==> src/rtl/overlay_pkg.sv <==
// Shared types and default frame constants for the overlay sequencer.
//   game_state_e : encoding of the gameState input from the game FSM
//   seq_state_e  : internal sequencer states
//   max_u        : helper used to size the shared frame counter
package overlay_pkg;

    localparam int unsigned DEF_BLINK_FRAMES    = 30;
    localparam int unsigned DEF_BANNER_FRAMES   = 120;
    localparam int unsigned DEF_GAMEOVER_FRAMES = 180;

    typedef enum logic [1:0] {
        GS_TITLE    = 2'd0,
        GS_PLAY     = 2'd1,
        GS_GAMEOVER = 2'd2,
        GS_PAUSE    = 2'd3
    } game_state_e;

    typedef enum logic [2:0] {
        S_TITLE     = 3'd0,
        S_BANNER    = 3'd1,
        S_PLAY      = 3'd2,
        S_PAUSE     = 3'd3,
        S_OVER      = 3'd4,
        S_OVER_DONE = 3'd5
    } seq_state_e;

    function automatic int unsigned max_u(input int unsigned a, input int unsigned b);
        return (a > b) ? a : b;
    endfunction

endpackage

==> src/rtl/overlay_blink_gen.sv <==
// Frame-based blink phase generator, shared by all blinking overlays.
//   clk, reset     : clock, synchronous active-high reset (phase -> 1)
//   restart        : re-arm the phase to visible and clear the frame count
//   startOfFrame   : one pulse per video frame
//   phase          : registered blink phase (1 = visible)
//   phase_next_c   : value phase takes at the next edge, so the sequencer
//                    can register its outputs without an extra cycle of lag
module overlay_blink_gen
    import overlay_pkg::*;
#(
    parameter int unsigned BLINK_FRAMES = DEF_BLINK_FRAMES
) (
    input  logic clk,
    input  logic reset,
    input  logic restart,
    input  logic startOfFrame,
    output logic phase,
    output logic phase_next_c
);

    localparam int unsigned CNT_W = $clog2(BLINK_FRAMES) + 1;

    logic [CNT_W-1:0] cnt_q, cnt_d;
    logic             phase_q, phase_d;

    // Restart wins over a coincident frame pulse; toggle every BLINK_FRAMES frames.
    always_comb begin
        cnt_d   = cnt_q;
        phase_d = phase_q;
        if (restart) begin
            cnt_d   = '0;
            phase_d = 1'b1;
        end else if (startOfFrame) begin
            if (cnt_q == CNT_W'(BLINK_FRAMES - 1)) begin
                cnt_d   = '0;
                phase_d = ~phase_q;
            end else begin
                cnt_d = cnt_q + CNT_W'(1);
            end
        end
    end

    always_ff @(posedge clk) begin
        if (reset) begin
            cnt_q   <= '0;
            phase_q <= 1'b1;
        end else begin
            cnt_q   <= cnt_d;
            phase_q <= phase_d;
        end
    end

    assign phase        = phase_q;
    assign phase_next_c = phase_d;

endmodule

==> src/rtl/overlay_sequencer.sv <==
// Frame-timed sequencer producing overlay visibility enables from the
// game-state FSM: blinking prompts, timed level banner, pause, game-over hold.
//   clk, reset         : clock, synchronous active-high reset
//   startOfFrame       : one pulse per video frame
//   gameState[1:0]     : 0=TITLE 1=PLAY 2=GAMEOVER 3=PAUSE
//   levelUp            : one pulse on level advance
//   *Visible           : registered overlay enables
//   gameOverDone       : one-cycle pulse when the game-over hold expires
module overlay_sequencer
    import overlay_pkg::*;
#(
    parameter int unsigned BLINK_FRAMES    = DEF_BLINK_FRAMES,
    parameter int unsigned BANNER_FRAMES   = DEF_BANNER_FRAMES,
    parameter int unsigned GAMEOVER_FRAMES = DEF_GAMEOVER_FRAMES
) (
    input  logic       clk,
    input  logic       reset,
    input  logic       startOfFrame,
    input  logic [1:0] gameState,
    input  logic       levelUp,
    output logic       titleVisible,
    output logic       pressSpaceVisible,
    output logic       lifeVisible,
    output logic       levelVisible,
    output logic       levelBannerVisible,
    output logic       pauseVisible,
    output logic       gameOverVisible,
    output logic       gameOverDone
);

    localparam int unsigned MAX_FRAMES = max_u(BANNER_FRAMES, GAMEOVER_FRAMES);
    localparam int unsigned CNT_W      = $clog2(MAX_FRAMES) + 1;

    seq_state_e       state_q, state_d;
    logic [CNT_W-1:0] cnt_q, cnt_d;
    game_state_e      gs;
    logic             banner_restart, entry, blink_restart, blink_next, blink_phase;
    logic             banner_expire, over_expire;
    logic title_q, press_q, life_q, level_q, banner_q, pause_q, over_q, done_q;
    logic title_d, press_d, life_d, level_d, banner_d, pause_d, over_d, done_d;

    overlay_blink_gen #(
        .BLINK_FRAMES (BLINK_FRAMES)
    ) u_blink (
        .clk          (clk),
        .reset        (reset),
        .restart      (blink_restart),
        .startOfFrame (startOfFrame),
        .phase        (blink_phase),
        .phase_next_c (blink_next)
    );

    // Next state, frame counter and output decode from the next state.
    always_comb begin
        state_d        = state_q;
        banner_restart = 1'b0;
        done_d         = 1'b0;
        gs             = game_state_e'(gameState);
        banner_expire  = startOfFrame && (cnt_q == CNT_W'(BANNER_FRAMES - 1));
        over_expire    = startOfFrame && (cnt_q == CNT_W'(GAMEOVER_FRAMES - 1));

        case (gs)
            GS_TITLE: state_d = S_TITLE;
            GS_GAMEOVER: begin
                if (state_q == S_OVER) begin
                    if (over_expire) begin
                        state_d = S_OVER_DONE;
                        done_d  = 1'b1;
                    end
                end else if (state_q != S_OVER_DONE) begin
                    state_d = S_OVER;
                end
            end
            GS_PAUSE: state_d = S_PAUSE;
            GS_PLAY: begin
                case (state_q)
                    S_TITLE, S_OVER, S_OVER_DONE: state_d = S_BANNER;
                    S_PAUSE: state_d = S_PLAY;
                    S_PLAY:  if (levelUp) state_d = S_BANNER;
                    S_BANNER: begin
                        // A level-up while the banner is showing restarts its timer.
                        if (levelUp)            banner_restart = 1'b1;
                        else if (banner_expire) state_d = S_PLAY;
                    end
                    default: state_d = S_TITLE;
                endcase
            end
        endcase

        entry         = (state_d != state_q) || banner_restart;
        blink_restart = (state_d != state_q) &&
                        ((state_d == S_TITLE) || (state_d == S_PAUSE) || (state_d == S_OVER_DONE));

        // Frame pulses coincident with an entry are not counted.
        cnt_d = cnt_q;
        if (entry) begin
            cnt_d = '0;
        end else if (startOfFrame && (cnt_q != CNT_W'(MAX_FRAMES))) begin
            cnt_d = cnt_q + CNT_W'(1);
        end

        title_d  = (state_d == S_TITLE);
        press_d  = ((state_d == S_TITLE) || (state_d == S_OVER_DONE)) && blink_next;
        life_d   = (state_d == S_BANNER) || (state_d == S_PLAY) || (state_d == S_PAUSE);
        level_d  = life_d;
        banner_d = (state_d == S_BANNER);
        pause_d  = (state_d == S_PAUSE) && blink_next;
        over_d   = (state_d == S_OVER) || (state_d == S_OVER_DONE);
    end

    always_ff @(posedge clk) begin
        if (reset) begin
            state_q  <= S_TITLE;
            cnt_q    <= '0;
            title_q  <= 1'b1;
            press_q  <= 1'b1;
            life_q   <= 1'b0;
            level_q  <= 1'b0;
            banner_q <= 1'b0;
            pause_q  <= 1'b0;
            over_q   <= 1'b0;
            done_q   <= 1'b0;
        end else begin
            state_q  <= state_d;
            cnt_q    <= cnt_d;
            title_q  <= title_d;
            press_q  <= press_d;
            life_q   <= life_d;
            level_q  <= level_d;
            banner_q <= banner_d;
            pause_q  <= pause_d;
            over_q   <= over_d;
            done_q   <= done_d;
        end
    end

    assign titleVisible       = title_q;
    assign pressSpaceVisible  = press_q;
    assign lifeVisible        = life_q;
    assign levelVisible       = level_q;
    assign levelBannerVisible = banner_q;
    assign pauseVisible       = pause_q;
    assign gameOverVisible    = over_q;
    assign gameOverDone       = done_q;

    // The registered phase itself is only observed through blink_next.
    logic unused_ok;
    assign unused_ok = blink_phase;

endmodule

==> config.mk <==
export PLATFORM = sky130hd
export DESIGN_NAME = overlay_sequencer
export DESIGN_NICKNAME = d
export VERILOG_FILES = /design/src/rtl/overlay_pkg.sv /design/src/rtl/overlay_blink_gen.sv /design/src/rtl/overlay_sequencer.sv
export SDC_FILE = /design/constraint.sdc
export NUM_CORES = 1
export LEC_CHECK = 0
export CAP_MARGIN = 40
export CORE_MARGIN = 2
export CORE_UTILIZATION = 50
export DETAILED_ROUTE_END_ITERATION = 8
export DONT_BUFFER_PORTS = 1
export GPL_TIMING_DRIVEN = 1
export PLACE_DENSITY_LB_ADDON = 0.3
export SLEW_MARGIN = 25
export SYNTH_ARGS = -nofsm -noshare
export SYNTH_HDL_FRONTEND = slang
export SYNTH_SLANG_ARGS = --single-unit
export TNS_END_PERCENT = 20
==> constraint.sdc <==
create_clock -name clk -period 2.5 [get_ports clk]
set_input_delay 0.25 -clock clk [delete_from_list [all_inputs] [get_ports clk]]
set_output_delay 0.25 -clock clk [all_outputs]
set_load 0.02 [all_outputs]
==> results.ini, run 1 <==
[status]
status = completed

[drt]
firstDrtPassIters = 4
num_vias = 1136
via_per_inst = 5.948
ant_nets = 0
wl_per_cell_um = 14.09
finalWirelength_um = 2691
route.detailed.drc = 0
drt_iter0_markers = 78

[setup_path]
end_kind = flop
crit_required_ns = 2.71
setup.worst_path.class = flop to flop
crit_path_cell_trace = ha_1, and3b_1, nand4_1, o21a_1, o31ai_1, o32a_2, nor3_1
timing.rr.start = cnt_q[1]
crit_path_max_fanout = 7
cpPeakStageDelay_ns = 0.42
startpoint = cnt_q[1]
critical_path_arrival_ns = 2.28
slowest_stage = dfxtp_1
critPathLaunchType = flop

[final_layout]
antenna_cells = 0
max_flop_register = cnt_q
final_cell_area_sq_um = 1444
layoutNonFillerInstCount = 191
largest_reg_flops = 9
area_delta_synth_final_pct = 7.448
drive_above_1_share = 0.08075
largestRegisters = cnt_q: 9 flops, u_blink.cnt_q: 6 flops, state_q: 3 flops
fin_nets = 172

[global_route]
first_global_vias = 1075
grt_pass1_wl_um = 4609
grt_max_degree = 16
grt_overflow = 0
grt_antenna_before_repair = 0
track_usage = 0.1802

[clock_tree]
path_clk_slew_ns = 0.14
postCtsResizedCells = 0
clock-sinks = 26
tritoncts = done
cts_buffers = 3
postCtsSetupBuffers = 0
clock_latency_ns = 0.32
clock_path_buffers = 2
root_buffer = clkbuf_4
htreeDepth = 1

[yosys]
yosys.area_share.simple = 0.3091
synth_seq_cells = 26
synth_cells = 158
mappedNetlistNets = 168
synth_edf_count = 0
synth_top_family_by_area = simple AND/OR/NAND/NOR gates
synthMuxAreaShare = 0.02235
netlist_area_sq_um = 1344
synth.yosys.warnings = 0
synth-xor-area-share = 0.05214
avgSynthCellArea_sq_um = 8.505
synth_fa_ha_area_frac = 0.03724
async_reset_ff_frac = 0
ys_seq_area_frac = 0.3873
synth_cell_types = 46
synth_ff_type = dfxtp_1
synth-compound-area-share = 0.1434

[sta]
slew_violations = 0
skew_ns = 0.006207
setup_tns_ns = 0
final-setup-viol-count = 0
tightest_slew_ns = 0.6509
min_period_ns = 2.069
finalHoldViolations = 0
holdWs_ns = 0.04864
relSlewSlack = 0.5624
fmax_ghz = 0.4832
period_share = 0.8277
rsz0062_at_grt = false

[worst_hold_path]
hp-start = gameState[1]
hold_path.class = primary input to flop

[die]
ios = 14
coreArea_sq_um = 2522
dieArea_sq_um = 3118
die_w_um = 55.84
initial_core_util = 0.5327
die_h_um = 55.84
core.rowCount = 18

[power]
ir_worst_vdd_v = 0.0003315
totalPowerFinal_mw = 0.7959
p_leak_nw = 0.5224
powerDensity_nw_per_um2 = 551.2

[placed_design]
place_congestion = 0.9088
dpl.hpwl_um = 1945
place_area_sq_um = 1361
io_buffers = 0
place_inst = 184

[run]
maxCapViolations = 0

-- kinds of logic (layout without fill, tap and decap cells) --
kind of cell	after synthesis	in the layout
xor+xnor	8	8
flops	26	26
simple gates	73	73
buf+inv	15	18
compound gates	29	29
fa+ha+maj	4	4
mux	3	3
-- stage by stage --
step,utilization,worst slack (ns)
global placement,0.5397,0.5380
finish,0.5724,0.4306
floorplan,-,0.7501
detailed placement,0.5397,0.4687
global route,0.5724,0.2104
CTS,0.5685,0.4483
-- layer usage --
metal | track usage | share of wire
met1 | 0.2227 | 0.46
met4 | 0.07823 | 0.017
met2 | 0.3078 | 0.49
met3 | 0.03023 | 0.038
met5 | 0 | 0
-- where the power goes --
group / switching [mW] / internal (mW) / leakage [nW]
Clock: 0.121 / 0.162 / 0.0279
Sequential: 0.0203 / 0.426 / 0.212
Combinational: 0.0362 / 0.0306 / 0.283
-- cell usage after synthesis, types with 2 or more instances --
library cell  count  area share
nand2_1           8       0.022
ha_1              4       0.037
and2_1            2      0.0093
inv_1            10       0.028
a21oi_1           7       0.026
nand4_1           2      0.0093
mux2i_1           3       0.022
o21ai_0           6       0.022
nor2_1           18       0.050
nor3_1            9       0.034
and3_1            7       0.033
buf_4             2       0.011
nor3b_1           3       0.017
and4bb_2          2       0.019
xor2_1            2       0.013
dfxtp_1          26        0.39
clkbuf_1          2      0.0056
nand2b_1          3       0.014
xnor2_1           6       0.039
and3b_1           2       0.013
o31ai_1           4       0.022
nand3_1           5       0.019
a31oi_1           2      0.0093
-- cell type report --
cell class                 count  area [sq um]
tap                           30         37.54
clock buffer                   3         22.52
fill                         237          1079
inverter                      10         37.54
sequential                    26         520.5
timing repair buffer           4         37.54
clock inverter                 1         30.03
multi-input combinational    117         758.2
-- placed cells by master, fill, tap and decap left out, drive strengths merged, types with 3 or more instances in the layout --
master | synthesis | routed
nor3b | 3 | 3
mux2i | 3 | 3
o31ai | 4 | 4
and3 | 7 | 7
nand2b | 3 | 3
a21oi | 8 | 8
nand2 | 8 | 8
nor2 | 18 | 18
nor3 | 9 | 9
o21ai | 7 | 7
xnor2 | 6 | 6
nand3 | 5 | 5
dfxtp | 26 | 26
ha | 4 | 4
inv | 10 | 10
dlygate4sd3 | 0 | 3
clkbuf | 2 | 3
-- critical path, delay by kind of cell (launching register included) --
| kind | cells | cell delay (ns) |
|---|---|---|
| AO/OA/AOI/OAI | 3 | 0.88 |
| flip-flops | 1 | 0.42 |
| adder cells (fa/ha/maj) | 1 | 0.22 |
| AND/OR/NAND/NOR | 3 | 0.44 |
-- repair_timing --
action	CTS	global route
hold endpoints to repair	10	1
setup endpoints to repair	0	0
hold buffers	2	1
-- final timing paths --
check,cells past startpoint,slack (ns),end
min,1,0.05,titleVisible
min reg2reg,2,0.52,u_blink.cnt_q[5]
max reg2reg,7,0.43,u_blink.cnt_q[2]
max,7,0.43,u_blink.cnt_q[2]
Note: power is estimated with default switching activity, not from simulation.
==> inputs of run 2 (changes only) <==
clock period = 1.8 ns   (was 2.5 ns; I/O delays follow)
==> results.ini, run 2 (synthesis gave the netlist of run 1 again) <==
[sta]
rsz0062_at_grt = true  ; was false
skew_ns = 0.008539  ; was 0.006207 ns
tightest_slew_ns = 0.3820  ; was 0.6509 ns
finalHoldViolations = 10  ; was 0
final-setup-viol-count = 18  ; was 0
fin_ws_ns = -0.1055  ; was 0.4306 ns
min_period_ns = 1.905  ; was 2.069 ns
relSlewSlack = 0.7450  ; was 0.5624
period_share = 1.059  ; was 0.8277
slew_violations = 0  ; unchanged
holdWs_ns = -0.09559  ; was 0.04864 ns
setup_tns_ns = -0.8253  ; was 0 ns
fmax_ghz = 0.5248  ; was 0.4832 GHz

[placed_design]
dpl.hpwl_um = 2025  ; was 1945 um
io_buffers = 0  ; unchanged
place_congestion = 0.8247  ; was 0.9088

[run]
maxCapViolations = 0  ; unchanged

[final_layout]
fin_util = 0.6572  ; was 0.5724
area_delta_synth_final_pct = 23.37  ; was 7.448%
largestRegisters = cnt_q: 9 flops, u_blink.cnt_q: 6 flops, state_q: 3 flops  ; unchanged
fin_nets = 188  ; was 172
seq_area_sq_um = 524.3  ; was 520.5 sq um
drive_above_1_share = 0.2712  ; was 0.08075
final_common_cell = dfxtp_1  ; unchanged
max_flop_register = cnt_q  ; unchanged
nFillCells = 199  ; was 237
multi_input_area_sq_um = 865.8  ; was 758.2 sq um
largest_reg_flops = 9  ; unchanged
antenna_cells = 0  ; unchanged
final_cell_mix = 23 x dfxtp_1, 18 x buf_4, 17 x nor2_1  ; was 26 x dfxtp_1, 18 x nor2_1, 10 x inv_1

[setup_path]
cp.buffers_inverters = 0  ; unchanged
cpPeakStageDelay_ns = 0.40  ; was 0.42 ns
cp_top_family = compound AO/OA/AOI/OAI gates  ; unchanged
end_kind = flop  ; unchanged
startpoint = state_q[0]  ; was cnt_q[1]
slowest_stage = or3b_1  ; was dfxtp_1
setup.worst_path.class = flop to flop  ; unchanged
crit_required_ns = 2.02  ; was 2.71 ns
crit_path_max_fanout = 7  ; unchanged
critical_path_arrival_ns = 2.13  ; was 2.28 ns
crit_path_cell_trace = or3b_1, a21oi_2, o21a_1, o31ai_4, o32a_4, or2_1  ; was ha_1, and3b_1, nand4_1, o21a_1, o31ai_1, o32a_2, nor3_1
critPathLaunchType = flop  ; unchanged
timing.rr.start = state_q[0]  ; was cnt_q[1]

[die]
ios = 14  ; unchanged
initial_core_util = 0.5327  ; unchanged
die_h_um = 55.84  ; unchanged
dieArea_sq_um = 3118  ; unchanged
die_w_um = 55.84  ; unchanged
core.rowCount = 18  ; unchanged
coreArea_sq_um = 2522  ; unchanged

[power]
powerDensity_nw_per_um2 = 628.6  ; was 551.2 nW/um^2
ir_worst_vdd_v = 0.0004276  ; was 0.0003315 V
p_leak_nw = 0.6353  ; was 0.5224 nW
totalPowerFinal_mw = 1.042  ; was 0.7959 mW

[drt]
via_per_inst = 5.870  ; was 5.948
num_vias = 1215  ; was 1136
wl_per_cell_um = 14.68  ; was 14.09 um
finalWirelength_um = 3039  ; was 2691 um
route.detailed.drc = 0  ; unchanged
firstDrtPassIters = 4  ; unchanged
drt_iter0_markers = 44  ; was 78
ant_nets = 0  ; unchanged

[global_route]
grt_antenna_before_repair = 0  ; unchanged
track_usage = 0.1743  ; was 0.1802
grt_max_degree = 15  ; was 16
grt_overflow = 0  ; unchanged
grt_pass1_wl_um = 4526  ; was 4609 um
first_global_vias = 1112  ; was 1075

[clock_tree]
clock-sinks = 26  ; unchanged
clock_path_buffers = 2  ; unchanged
htreeDepth = 1  ; unchanged
cts_buffers = 3  ; unchanged
path_clk_slew_ns = 0.13  ; was 0.14 ns
tritoncts = done  ; unchanged
root_buffer = clkbuf_4  ; unchanged
clock_latency_ns = 0.32  ; about the same

[worst_hold_path]
hold_path.class = primary input to flop  ; unchanged
hp-start = reset  ; was gameState[1]

[status]
status = finished, violations left  ; was completed
violations = negative hold slack, negative setup slack

run 2: area by class of cell:
class | count | share of cell area
Multi-Input combinational cell | 117 | 0.5223
Sequential cell | 26 | 0.3162
Timing Repair Buffer | 20 | 0.09434
Inverter | 10 | 0.02264
Tap cell | 30 | 0.02264
Clock buffer | 4 | 0.02189
run 2: what timing repair did:
item | in CTS | in global routing
endpoints found under the hold margin | 12 | 13
gates resized for setup | 9 | 15
endpoints found under the setup margin | 18 | 19
buffers inserted | 0 | 2
pin swaps | 6 | 13
run 2: final timing paths:
kind                      end  slack (ns)  depth (start not counted)
max             u_blink.phase       -0.11                          6
min reg2reg  u_blink.cnt_q[5]        0.54                          2
min                state_q[0]        -0.1                          1
max reg2reg     u_blink.phase       -0.11                          6
run 2: per-stage QoR:
step	cells	area [sq um]	setup WS (ns)
6_report	207	1658	-0.1055
5_1_grt	207	1658	-0.1523
4_1_cts	204	1550	-0.01117
3_5_place_dp	200	1481	-0.1727
3_3_place_gp	200	1481	-0.07125
2_1_floorplan	158	1344	0.05013
run 2: report_power, final:
part,internal [mW],switching [mW],leakage (nW)
combinational,0.0628,0.0682,0.401
clock,0.124,0.171,0.0210
sequential,0.592,0.0241,0.213
total,0.778,0.264,0.635
run 2: per-layer routing:
layer / up-vias / part of all wire / GRT usage / wire, um
met5: - / 0 / 0 / 0
met2: 30 / 0.50 / 0.3129 / 1522
met4: 0 / 0.019 / 0.05102 / 57
met3: 7 / 0.038 / 0.03488 / 117
met1: 583 / 0.44 / 0.2095 / 1341
li1: 595 / - / - / -
